## src/rtl/abs_arbiter_if.sv

```systemverilog
// abs_arbiter_if: requester operand handshake and response bundle for abs_arbiter
interface abs_arbiter_if #(
  parameter int N_REQ = 4,
  parameter int WIDTH = 8,
  parameter int ID_W  = 3
);
  logic [N_REQ-1:0]       req_valid;
  logic [N_REQ*WIDTH-1:0] req_data;
  logic [N_REQ-1:0]       req_ready;
  logic                   resp_valid;
  logic                   resp_ready;
  logic [WIDTH-1:0]       resp_data;
  logic [ID_W-1:0]        resp_id;
  logic                   resp_ovf;
  modport master (
    output req_valid, req_data, resp_ready,
    input  req_ready, resp_valid, resp_data, resp_id, resp_ovf
  );
  modport slave (
    input  req_valid, req_data, resp_ready,
    output req_ready, resp_valid, resp_data, resp_id, resp_ovf
  );
endinterface

```

## src/rtl/abs_arbiter.sv

```systemverilog
// abs_arbiter: round-robin scheduler sharing one multi-cycle absolute-value datapath
module abs_arbiter #(
  parameter int N_REQ  = 4,
  parameter int WIDTH  = 8,
  parameter int SETTLE = 4,
  parameter int ID_W   = 3
) (
  input  logic             clk,
  input  logic             rst_n,
  abs_arbiter_if.slave     bus,
  output logic [WIDTH-1:0] abs_in,
  input  logic [WIDTH-1:0] abs_out,
  output logic             busy
);
  localparam int cnt_w = SETTLE > 1 ? $clog2(SETTLE) : 1;
  localparam int pw = N_REQ > 1 ? $clog2(N_REQ) : 1;
  localparam logic [WIDTH-1:0] min_neg = {1'b1, {(WIDTH-1){1'b0}}};
  typedef enum logic [1:0] {S_IDLE, S_SETTLE, S_RESP} state_t;
  state_t           state_q, state_d;
  logic [ID_W-1:0]  ptr_q, ptr_d;
  logic [ID_W-1:0]  id_q, id_d;
  logic [WIDTH-1:0] op_q, op_d;
  logic [cnt_w-1:0] cnt_q, cnt_d;
  logic             resp_valid_q, resp_valid_d;
  logic [WIDTH-1:0] resp_data_q, resp_data_d;
  logic [ID_W-1:0]  resp_id_q, resp_id_d;
  logic             resp_ovf_q, resp_ovf_d;
  logic             found;
  logic [ID_W-1:0]  winner;
  logic [pw-1:0]    idx;
  logic             grant;
  // first valid requester searching upward from ptr+1, wrapping mod N_REQ
  always_comb begin
    found = 1'b0;
    winner = '0;
    idx = '0;
    for (int k = 1; k <= N_REQ; k++) begin
      idx = pw'((int'(ptr_q) + k) % N_REQ);
      if (!found && bus.req_valid[idx]) begin
        found = 1'b1;
        winner = ID_W'(idx);
      end
    end
  end
  assign grant = rst_n && state_q == S_IDLE && found;
  assign bus.req_ready = grant ? N_REQ'(1) << winner : '0;
  assign abs_in = op_q;
  assign busy = state_q != S_IDLE;
  assign bus.resp_valid = resp_valid_q;
  assign bus.resp_data = resp_data_q;
  assign bus.resp_id = resp_id_q;
  assign bus.resp_ovf = resp_ovf_q;
  // next-state: accept in IDLE, hold operand through the settle window, present until taken
  always_comb begin
    state_d = state_q;
    ptr_d = ptr_q;
    id_d = id_q;
    op_d = op_q;
    cnt_d = cnt_q;
    resp_valid_d = resp_valid_q;
    resp_data_d = resp_data_q;
    resp_id_d = resp_id_q;
    resp_ovf_d = resp_ovf_q;
    case (state_q)
      S_IDLE: if (grant) begin
        op_d = WIDTH'(bus.req_data >> (int'(winner) * WIDTH));
        id_d = winner;
        ptr_d = winner;
        cnt_d = cnt_w'(SETTLE - 1);
        state_d = S_SETTLE;
      end
      S_SETTLE: if (cnt_q != '0) cnt_d = cnt_q - 1'b1;
      else begin
        resp_data_d = abs_out;
        resp_ovf_d = op_q == min_neg;
        resp_id_d = id_q;
        resp_valid_d = 1'b1;
        state_d = S_RESP;
      end
      S_RESP: if (bus.resp_ready) begin
        resp_valid_d = 1'b0;
        state_d = S_IDLE;
      end
      default: state_d = S_IDLE;
    endcase
  end
  // state register; reset restarts the search at requester 0 and drops any operation in flight
  always_ff @(posedge clk) begin
    if (!rst_n) begin
      state_q <= S_IDLE;
      ptr_q <= ID_W'(N_REQ - 1);
      id_q <= '0;
      op_q <= '0;
      cnt_q <= '0;
      resp_valid_q <= 1'b0;
      resp_data_q <= '0;
      resp_id_q <= '0;
      resp_ovf_q <= 1'b0;
    end else begin
      state_q <= state_d;
      ptr_q <= ptr_d;
      id_q <= id_d;
      op_q <= op_d;
      cnt_q <= cnt_d;
      resp_valid_q <= resp_valid_d;
      resp_data_q <= resp_data_d;
      resp_id_q <= resp_id_d;
      resp_ovf_q <= resp_ovf_d;
    end
  end
endmodule
```

## src/flat_wrapper.sv

```systemverilog
// flat-port wrapper written by rule: the top's interface ports become plain ports
module abs_arbiter_flat 
#(
  parameter int N_REQ  = 4,
  parameter int WIDTH  = 8,
  parameter int SETTLE = 4,
  parameter int ID_W   = 3
)
  (clk, rst_n, abs_in, abs_out, busy, bus_req_valid, bus_req_data, bus_resp_ready, bus_req_ready, bus_resp_valid, bus_resp_data, bus_resp_id, bus_resp_ovf);
  abs_arbiter_if #(.N_REQ(N_REQ), .WIDTH(WIDTH), .ID_W(ID_W)) bus_i ();
  input  logic clk;
  input  logic rst_n;
  output logic [WIDTH-1:0] abs_in;
  input  logic [WIDTH-1:0] abs_out;
  output logic busy;
  input wire logic [$bits(bus_i.req_valid)-1:0] bus_req_valid;
  input wire logic [$bits(bus_i.req_data)-1:0] bus_req_data;
  input wire logic [$bits(bus_i.resp_ready)-1:0] bus_resp_ready;
  output wire logic [$bits(bus_i.req_ready)-1:0] bus_req_ready;
  output wire logic [$bits(bus_i.resp_valid)-1:0] bus_resp_valid;
  output wire logic [$bits(bus_i.resp_data)-1:0] bus_resp_data;
  output wire logic [$bits(bus_i.resp_id)-1:0] bus_resp_id;
  output wire logic [$bits(bus_i.resp_ovf)-1:0] bus_resp_ovf;
  assign bus_i.req_valid = bus_req_valid;
  assign bus_i.req_data = bus_req_data;
  assign bus_i.resp_ready = bus_resp_ready;
  assign bus_req_ready = bus_i.req_ready;
  assign bus_resp_valid = bus_i.resp_valid;
  assign bus_resp_data = bus_i.resp_data;
  assign bus_resp_id = bus_i.resp_id;
  assign bus_resp_ovf = bus_i.resp_ovf;
  abs_arbiter #(.N_REQ(N_REQ), .WIDTH(WIDTH), .SETTLE(SETTLE), .ID_W(ID_W)) u_core (.clk(clk), .rst_n(rst_n), .bus(bus_i), .abs_in(abs_in), .abs_out(abs_out), .busy(busy));
endmodule
```

## config.mk

```make
export PLATFORM = sky130hd
export DESIGN_NAME = abs_arbiter_flat
export DESIGN_NICKNAME = d
export VERILOG_FILES = /design/src/rtl/abs_arbiter_if.sv /design/src/rtl/abs_arbiter.sv /design/src/flat_wrapper.sv
export SDC_FILE = /design/constraint.sdc
export NUM_CORES = 1
export LEC_CHECK = 0
export BUFFER_PORTS_ARGS = -buffer_cell sky130_fd_sc_hd__buf_2
export CORE_ASPECT_RATIO = 0.6
export CORE_UTILIZATION = 49
export CTS_CLUSTER_SIZE = 25
export DETAILED_ROUTE_END_ITERATION = 6
export GPL_TIMING_DRIVEN = 1
export PLACE_DENSITY_LB_ADDON = 0.2
export SLEW_MARGIN = 20
export SYNTH_ARGS = -nofsm -noshare
export SYNTH_HDL_FRONTEND = slang
export SYNTH_SLANG_ARGS = --single-unit
```

## constraint.sdc

```tcl
create_clock -name clk -period 4.4 [get_ports clk]
set_clock_uncertainty 0.05 [all_clocks]
set_input_delay 0.88 -clock clk [delete_from_list [all_inputs] [get_ports clk]]
set_output_delay 0.88 -clock clk [all_outputs]
set_load 0.03 [all_outputs]
```

==> impl_results.md <==
- Run status: finished, final reports clean
- Clock Power Share: 0.222
- CTS HTree Levels: 1
- Die area: 3380 um^2
- CP required: 3470 ps
- Part of the Yosys area used for sequential elements: 0.364
- Synth top area cells: dfxtp_1, nand2_1, mux2i_1
- Worst hold path type: reg -> reg
- Seq pwr share: 0.381
- Post_cts resized: 0
- Min Tclk post-route: 3440 ps
- Yosys cell types: 38
- P&R area growth vs syn: 26.5%
- Starting Density: 0.526
- Clock root cell: clkbuf_8
- # diodes: 0
- Worst vdd ir: 0.299 mV
- Hold Buf Count CTS: 0
- Cts bufs inserted: 3
- Routed Wire Length: 3530 um
- Max Cap Violations: 0
- Ports: 73
- Vias: 1437
- Max Fclk: 0.291 GHz
- Ys async rst share: 0
- Worst Setup End Kind: primary output
- Layout Nets: just under 300
- Total GRT Usage: 0.218
- # port buffers: 71
- Clock-pin transition on the worst setup and hold timing paths: 90 ps
- Pwr per Cell Area: 465 nW/um^2
- Final hold vios: 0
- # clock sinks: 28
- Synth warn: 0
- Startpoint Class: input port
- Initial antenna violation count: 0
- DRC: 0
- CP Data Arrival Time: 2510 ps
- Worst slew pin tran: 739 ps
- Net Sw Frac: 0.382
- RSZ-0062 raised after global routing: false
- First-pass GRT wire length: 5570 um
- CTS tree: done
- TritonRoute pass-1 iters: 4
- Dpl hpwl: between 2000 and 3000 um
- Grt peak-use layer: met2
- Commonest cells after routing, fill and taps aside: buf_2, nand2_1, dfxtp_1
- Relative max-transition margin: 0.507
- Top-area cell type share of the netlist area: 0.364
- Worst reg2reg setup slack: roughly 2400 ps
- Period utilization: 0.781
- # rows: 15
- Final core utilization: 0.666
- Pleak: 0.932 nW
- Die width: 74.4 um
- Clock latency at the later pin of the worst-skew pair: 270 ps
- EDFF count, synth: 0
- Vias per std cell: 4.99
- Int Power: approximately 0.56 mW
- # fillers: 261
- Antenna Violating Nets Remaining: 0
- Fin Setup TNS: 0 ps
- Detailed Route Iter0 Violations: 47
- Pins Over Slew Limit: 0
- Cell count after synthesis: 179
- GR Util met3: 0.0487
- GRT overflow: 0
- Bufs on Longest Clock Path: 2
- Finish-stage setup viols: 0
- Met2 usage: 0.330
- Area of the mapped netlist: approximately 1500 um^2
- Post-detailed-route wirelength per cell: roughly 12 um
- Commonest non-fill, non-tap cell in the layout: buf_2
- Setup bufs post-CTS: 0
- Logic pwr share: 0.397
- Die Y-Extent: 45.4 um
- Syn Nets: 227
- Worst-path maximum fanout: 19
- Met1 usage: 0.322
- Layout cell share with drive strength beyond 1: 0.402
- Synth Flop Type: dfxtp_1
- Flop and latch count out of synthesis: 28
- Largest area contributor in the netlist: dfxtp_1
- Syn_area_per_cell: about 8.6 um^2
- CP Class: in -> out
- Gpl congestion: 0.727
- Core Area: 2930 um^2
- Switching pwr: 0.347 mW
- Pin count of the biggest net entering global routing: 20
- Vias in the first global route: between 1000 and 1500
-- Yosys cell counts (all sizes together) (2+ instances only) --
library cell	instances
inv	8
o211ai	8
nor3b	2
and2	3
clkbuf	4
dfxtp	28
nand2	37
nand3	15
or2	3
o21ai	3
nor3	4
nor4	2
a21boi	13
a21oi	5
buf	5
nor2	6
nor2b	4
mux2	7
mux2i	10
-- worst max-delay path, cell delays in order --
cell and delay, ps:
buf_2 120, and3b_1 210, o31ai_4 650, nor2_1 170, inv_2 240, nor2_1 60, buf_2 170
-- flip-flops by register name, indices dropped and copies added, names as in the netlist --
signal / cells
u_core.abs_in: 8
u_core.bus.resp_data: 8
u_core.bus.resp_id: 2
u_core.bus.resp_ovf: 1
u_core.bus.resp_valid: 1
u_core.cnt_q: 2
u_core.id_q: 2
u_core.ptr_q: 2
u_core.state_q: 2
-- area by class of cell --
type	instances	area (um^2)	share of cell area
well taps	42	52.6	0.0269
inverters	8	30.0	0.0154
clock inverters	1	30.0	0.0154
repair buffers	73	370	0.190
clock buffers	3	41.3	0.0212
multi-input cells	133	866	0.444
flip-flops and latches	28	561	0.287
-- per-stage QoR --
stage	instance area (um^2)	instances	setup WS (ps)	hold WS (ps)	power [mW]
3_3_place_gp	1880	284	1060	398	0.705
4_1_cts	1950	288	996	420	0.911
6_report	1950	288	963	417	0.906
2_1_floorplan	1540	179	1370	388	0.624
5_1_grt	1950	288	820	448	0.959
3_5_place_dp	1880	284	1020	406	0.709
-- power groups by stage --
stage	clock (mW)	combinational, mW	sequential [mW]
floorplan	0	0.213	0.410
global placement	0	0.355	0.350
detailed placement	0	0.359	0.350
CTS	0.206	0.361	0.344
global route	0.214	0.395	0.351
finish	0.201	0.359	0.345
-- final timing paths --
path                      startpoint                 endpoint  depth (start not counted)
max                 bus_req_valid[3]         bus_req_ready[3]                          7
min          u_core.bus.resp_data[4]  u_core.bus.resp_data[4]                          2
max reg2reg          u_core.ptr_q[1]         u_core.abs_in[6]                          5
min reg2reg  u_core.bus.resp_data[4]  u_core.bus.resp_data[4]                          2
-- kinds of logic (layout without fill, tap and decap cells) --
logic type               after synthesis  count (layout)  share of synthesized area
buffers and inverters                 18              85                     0.0779
other                                  1               1                    0.00243
AND/OR/NAND/NOR                       81              81                      0.249
AO/OA/AOI/OAI                         33              33                      0.183
flip-flops                            28              28                      0.364
adder cells (fa/ha/maj)                1               1                    0.00812
multiplexers                          17              17                      0.116
-- layer usage --
layer | routed length (um) | vias to the layer above
met5 | 0 | -
met4 | 19 | 0
met3 | 143 | 2
met2 | 1500 | 37
met1 | 1870 | 643
li1 | - | 755
Note: power is estimated with default switching activity, not from simulation.
